==> src/rtl/shift_pkg.sv <==
// Shared types and helpers for the pipelined shifter.
// SHIFT_ROTATE_EN enables the ROL/ROR wrap path; without it ops 3/4 are illegal.
package shift_pkg;

    localparam int OP_W = 3;

    typedef enum logic [OP_W-1:0] {
        SLL = 3'd0,
        SRL = 3'd1,
        SRA = 3'd2,
        ROL = 3'd3,
        ROR = 3'd4
    } shift_op_e;

    function automatic logic is_legal_op(logic [OP_W-1:0] op);
`ifdef SHIFT_ROTATE_EN
        return op <= ROR;
`else
        return op <= SRA;
`endif
    endfunction

    // Left ops run through the right-shifting core on a bit-reversed operand.
    function automatic logic is_left_op(logic [OP_W-1:0] op);
        return (op == SLL) || (op == ROL);
    endfunction

endpackage

==> src/rtl/shift_layer.sv <==
// One logarithmic layer: shifts right by DIST when enabled, filling per op.
// SHIFT_ROTATE_EN adds the rotate wrap-around fill.
module shift_layer
    import shift_pkg::*;
#(
    parameter int DATA_W = 32,
    parameter int DIST   = 1
) (
    input  logic [DATA_W-1:0] din,
    input  logic              en,
    input  logic [OP_W-1:0]   op,
    output logic [DATA_W-1:0] dout
);

    logic [DIST-1:0] fill;

    always_comb begin
        fill = '0;
        if (op == SRA) begin
            // The MSB stays the sign bit through every arithmetic layer.
            fill = {DIST{din[DATA_W-1]}};
        end
`ifdef SHIFT_ROTATE_EN
        else if (op == ROL || op == ROR) begin
            fill = din[DIST-1:0];
        end
`endif
        dout = en ? {fill, din[DATA_W-1:DIST]} : din;
    end

endmodule

==> src/rtl/shift_pipe.sv <==
// Pipelined multi-mode shifter (SLL/SRL/SRA, plus ROL/ROR under SHIFT_ROTATE_EN)
// with STAGES register stages, a global-stall valid/ready handshake and flush.
module shift_pipe
    import shift_pkg::*;
#(
    parameter  int DATA_W  = 32,
    parameter  int STAGES  = 2,
    localparam int SHAMT_W = $clog2(DATA_W)
) (
    input  logic               clk_i,
    input  logic               rst_ni,
    input  logic               in_valid_i,
    output logic               in_ready_o,
    input  logic [OP_W-1:0]    op_i,
    input  logic [DATA_W-1:0]  a_i,
    input  logic [SHAMT_W-1:0] shamt_i,
    input  logic               flush_i,
    output logic               out_valid_o,
    input  logic               out_ready_i,
    output logic [DATA_W-1:0]  s_o,
    output logic               illegal_o
);

    localparam int LAST = STAGES - 1;

    logic                              adv;
    logic [STAGES:0]                   vld_pipe;
    logic [DATA_W-1:0]                 a_rev;
    logic [DATA_W-1:0]                 res_rev;
    logic [DATA_W-1:0]                 entry;

    logic [STAGES-1:0][DATA_W-1:0]     st_data;
    logic [STAGES-1:0][DATA_W-1:0]     nxt_data;
    logic [STAGES-1:0][SHAMT_W-1:0]    st_shamt;
    logic [STAGES-1:0][OP_W-1:0]       st_op;
    logic [STAGES-1:0]                 st_ill;

    logic [SHAMT_W-1:0][DATA_W-1:0]    lin;
    logic [SHAMT_W-1:0][DATA_W-1:0]    lout;
    logic [SHAMT_W-1:0]                len;
    logic [SHAMT_W-1:0][OP_W-1:0]      lop;

    assign adv         = !flush_i && (!out_valid_o || out_ready_i);
    assign in_ready_o  = adv;
    assign vld_pipe[0] = in_valid_i;
    assign out_valid_o = vld_pipe[STAGES];

    always_comb begin
        for (int i = 0; i < DATA_W; i++) begin
            a_rev[i]   = a_i[DATA_W-1-i];
            res_rev[i] = st_data[LAST][DATA_W-1-i];
        end
    end

    // Illegal ops enter as zero so they emerge as zero without extra output muxing.
    assign entry = !is_legal_op(op_i) ? '0 : (is_left_op(op_i) ? a_rev : a_i);

    for (genvar k = 0; k < SHAMT_W; k++) begin : g_layer
        localparam int S  = (k * STAGES) / SHAMT_W;
        localparam int SN = ((k + 1) * STAGES) / SHAMT_W;

        if (S == 0) begin : g_ctl0
            assign len[k] = shamt_i[k];
            assign lop[k] = op_i;
        end else begin : g_ctlr
            assign len[k] = st_shamt[S-1][k];
            assign lop[k] = st_op[S-1];
        end

        if (k == 0) begin : g_in0
            assign lin[k] = entry;
        end else if ((((k - 1) * STAGES) / SHAMT_W) != S) begin : g_inreg
            assign lin[k] = st_data[S-1];
        end else begin : g_inchain
            assign lin[k] = lout[k-1];
        end

        shift_layer #(
            .DATA_W (DATA_W),
            .DIST   (1 << k)
        ) u_layer (
            .din  (lin[k]),
            .en   (len[k]),
            .op   (lop[k]),
            .dout (lout[k])
        );

        if (k == SHAMT_W - 1 || SN != S) begin : g_out
            assign nxt_data[S] = lout[k];
        end
    end

    always_ff @(posedge clk_i or negedge rst_ni) begin
        if (!rst_ni) begin
            vld_pipe[STAGES:1] <= '0;
            st_data            <= '0;
            st_shamt           <= '0;
            st_op              <= '0;
            st_ill             <= '0;
        end else if (flush_i) begin
            vld_pipe[STAGES:1] <= '0;
        end else if (adv) begin
            vld_pipe[1] <= vld_pipe[0];
            st_data[0]  <= nxt_data[0];
            st_shamt[0] <= shamt_i;
            st_op[0]    <= op_i;
            st_ill[0]   <= !is_legal_op(op_i);
            for (int s = 1; s < STAGES; s++) begin
                vld_pipe[s+1] <= vld_pipe[s];
                st_data[s]    <= nxt_data[s];
                st_shamt[s]   <= st_shamt[s-1];
                st_op[s]      <= st_op[s-1];
                st_ill[s]     <= st_ill[s-1];
            end
        end
    end

    // Output undoes the entry reversal; it is a pure function of the last register,
    // so it holds steady across a stall.
    assign s_o       = is_left_op(st_op[LAST]) ? res_rev : st_data[LAST];
    assign illegal_o = st_ill[LAST];

endmodule

==> config.mk <==
export PLATFORM = sky130hd
export DESIGN_NAME = shift_pipe
export DESIGN_NICKNAME = d
export VERILOG_FILES = /design/src/rtl/shift_pkg.sv /design/src/rtl/shift_layer.sv /design/src/rtl/shift_pipe.sv
export SDC_FILE = /design/constraint.sdc
export NUM_CORES = 1
export LEC_CHECK = 0
export CAP_MARGIN = 30
export CELL_PAD_IN_SITES_DETAIL_PLACEMENT = 1
export CELL_PAD_IN_SITES_GLOBAL_PLACEMENT = 1
export CORE_ASPECT_RATIO = 0.7
export CORE_MARGIN = 8
export CORE_UTILIZATION = 48
export CTS_BUF_LIST = sky130_fd_sc_hd__clkbuf_2
export CTS_CLUSTER_SIZE = 14
export DETAILED_ROUTE_END_ITERATION = 10
export GPL_TIMING_DRIVEN = 0
export PLACE_DENSITY_LB_ADDON = 0.3
export SLEW_MARGIN = 25
export SYNTH_ARGS = -nofsm -noshare
export SYNTH_HDL_FRONTEND = slang
export SYNTH_SLANG_ARGS = --single-unit
==> constraint.sdc <==
create_clock -name clk_i -period 4.2 [get_ports clk_i]
set_input_delay 0.42 -clock clk_i [delete_from_list [all_inputs] [get_ports clk_i]]
set_output_delay 0.42 -clock clk_i [all_outputs]
set_load 0.005 [all_outputs]
==> results by group <==
Outcome
  • Status: finished, final reports clean

Pwr
  • Power density cells: ~330 nW/um2
  • Clock power frac: 0.195
  • Switch share: 0.3582
  • Int Pwr: between 0.0015 and 0.002 W
  • Sequential share of power: 0.389
  • Gate power share: 0.417
  • Max VDD drop: roughly 0.2 mV
  • Pleak: ~3.0 nW
  • Tot Pwr: 0.002379 W
  • Net Sw Power: ~0.00085 W

Drt
  • DRT Pass-1 Iters: 5
  • Vias/cell: 6.666
  • Drt wl/cell: 26.31 um
  • # DRC: 0
  • Final WL: around 24,000 um
  • Remaining antenna violation count: 0
  • Via count: ~6,000
  • 1st-iter DRT viols: around 530

Layout
  • Antenna Cells: 0
  • Commonest non-fill, non-tap cell in the layout: nand2_1
  • Fin util: 0.5781
  • Final std cells w/o fill: between 800 and 900
  • Multi-input logic area: between 3000 and 4000 um2
  • Reg area: around 1900 um2
  • Layout cells sized above 1: 0.1598
  • Synth-to-layout area growth: 18.77%
  • Most frequent cells in the layout: nand2_1, dfrtp_1, clkdlybuf4s50_1, mux2i_1, mux2_2
  • Fill cells: 1,419
  • Final nets: around 770

Floorplanning
  • Core ar.: approximately 12,000 um2
  • Num ports: 80
  • Num rows: 34
  • Die height: around 110 um
  • Starting density of the core: 0.4867
  • Die W: roughly 150 um
  • Die area: around 16,000 um2

GRT
  • Total grt overflow: 0
  • Initial antenna violation count: 0
  • Pin count of the biggest net entering global routing: 43
  • First-pass GRT wire length: between 30,000 and 40,000 um
  • Vias in the first global route: 5,961
  • Tot GR Track Use: 0.2855

Yosys
  • Compound-cell area share of the yosys netlist: 0.2032
  • Mux contribution to synthesized area: 0.2709
  • Yosys reg bits: 76
  • Xor-xnor portion of the synthesized cell area: 0.001459
  • Post-synthesis cell type count: between 60 and 70
  • Post-synth EDFFs: 0
  • Main combinational cell family by area after synthesis: multiplexers
  • Top_reg_cell synth: dfrtp_1
  • Simple-Gate Fraction of Synth Area: 0.1565
  • Async set or reset register ratio after synthesis: 1.000
  • Cell area after synthesis: around 6000 um2
  • Mean Syn Cell Area: between 9 and 10 um2
  • Sequential share of the synthesized area: 0.3167
  • Gate Count Post-Synth: 638
  • Mapped Nets: about 680
  • Adder-cell share of the synthesized area: 0
  • Synth warn: 0

STA
  • Max-Slew Margin vs Limit: 0.4150
  • Final worst slack: 0.5967 ns
  • Worst-margin pin slew: about 0.9 ns
  • Min cycle time layout: roughly 3.6 ns
  • Final Cycle Share: 0.8579
  • Fmax: approximately 280 MHz
  • Setup-failing EPs final: 0
  • Final hold violation count: 0
  • Fin Setup TNS: 0 ns
  • RSZ-0062 raised after global routing: no
  • Slew Limit Fails: 0
  • Layout Skew: approximately 0.033 ns

Place
  • RePlAce Congestion: 0.9475
  • Place WS: about 0.84 ns
  • IO buf count: 76
  • DP Cell Count: roughly 880
  • Detail Placement HPWL: approximately 19,000 um

Clock tree
  • CTS Buf Count: 9
  • CTS Buffer Depth: 2
  • H-tree Lvls: 3
  • CTS resizes: 0
  • Root Driver: clkbuf_2
  • TritonCTS clock tree: yes
  • Clock Sinks: 76
  • Worst-path clk slew: roughly 0.23 ns
  • Worst-Skew Late Latency: roughly 0.56 ns

Critical path
  • Crit path capture type: output port
  • Kind of critical path: flop to output port
  • Worst Setup Start Kind: flop
  • Crit path max fanout: 10
  • R2R cell count: 7
  • Worst EP required: 3.78 ns
  • Crit path DAT: approximately 3.2 ns

Hold path
  • Worst min-delay path category: input port to asynchronous set/reset pin

Job
  • Max-cap violations: 0
area by class of cell:
type	count	area share
repair buffers	78	0.1105
well taps	162	0.02842
multi-input cells	496	0.5321
inverters	10	0.005263
clock buffers	9	0.006316
plain buffers	56	0.03789
clock inverters	7	0.01281
flip-flops and latches	76	0.2667
registers in the layout, indices dropped and copies added (netlist names):
signal       cells
len              2
lin             32
lop              3
out_valid_o      1
res_rev         32
st_ill           2
st_op            3
vld_pipe         1
synth_stat cells (9+ instances only):
library cell / count / area share
nand2b_1: 12 / 0.013
mux4_2: 19 / 0.071
buf_2: 9 / 0.0075
dfrtp_1: 76 / 0.32
mux2_4: 9 / 0.023
mux2_2: 47 / 0.088
o21ai_0: 25 / 0.021
a211o_1: 9 / 0.013
clkbuf_1: 33 / 0.021
a21oi_1: 16 / 0.013
mux2i_1: 50 / 0.083
a211oi_1: 22 / 0.028
a21o_1: 9 / 0.011
o21a_1: 17 / 0.021
nand2_1: 80 / 0.050
nor2b_1: 26 / 0.027
nor2_1: 45 / 0.028
o211ai_1: 13 / 0.016
kinds of logic (layout without fill, tap and decap cells):
| kind of cell | after synthesis | after routing |
|---|---|---|
| XOR/XNOR | 1 | 1 |
| multiplexers | 128 | 128 |
| buffers and inverters | 66 | 160 |
| AND/OR/NAND/NOR | 199 | 199 |
| flip-flops | 76 | 76 |
| AO/OA/AOI/OAI | 168 | 168 |
final timing paths:
path                                            to  slack, ns                     from
max                                     in_ready_o       0.60  out_valid_o$_DFFE_PN0P_
min                             len[4]$_DFFE_PN0P_       0.34                   rst_ni
max reg2reg                res_rev[13]$_DFFE_PN0P_       1.43  out_valid_o$_DFFE_PN0P_
min reg2reg                   st_op[5]$_DFFE_PN0P_       0.52     st_op[5]$_DFFE_PN0P_
max in group asynchronous     lin[110]$_DFFE_PN0P_       3.27                   rst_ni
min in group clk_i              len[4]$_DFFE_PN0P_       0.35               shamt_i[4]
critical path, stage by stage, from the launching register on:
cell and delay, ns:
dfrtp_1 0.43, nor2b_1 0.17, or2_2 0.28, clkbuf_1 0.28, inv_1 0.18, buf_2 0.28
buf_1 0.43, clkdlybuf4s50_1 0.60
per-layer routing:
| layer | track usage | wire [um] | part of all wire | up-vias |
|---|---|---|---|---|
| li1 | - | - | - | 2551 |
| met1 | 0.4243 | 10970 | 0.47 | 3078 |
| met2 | 0.4003 | 9694 | 0.41 | 308 |
| met3 | 0.09046 | 2679 | 0.11 | 22 |
| met4 | 0.04762 | 182 | 0.0077 | 0 |
| met5 | 0 | 0 | 0 | - |
timing repair:
action / 4_1_cts / 5_1_grt
hold buffers: 1 / 0
setup buffers: 0 / 0
endpoints found under the hold margin: 34 / 0
power groups by stage:
stage | registers [W] | logic, W | clock network, W
floorplan | 0.000896 | 0.000548 | 0
CTS | 0.000919 | 0.000983 | 0.000467
detailed placement | 0.000933 | 0.000975 | 0
global route | 0.000933 | 0.00105 | 0.000494
global placement | 0.000925 | 0.000941 | 0
finish | 0.000924 | 0.000992 | 0.000463
through the flow:
step | instance area (um2) | hold WS [ns]
2_1_floorplan | 6005 | 0.1244
6_report | 7132 | 0.3359
5_1_grt | 7132 | 0.3224
3_3_place_gp | 6968 | 0.4562
4_1_cts | 7132 | 0.3301
3_5_place_dp | 6985 | 0.4048
No activity file was read; power rests on OpenSTA's default activity.
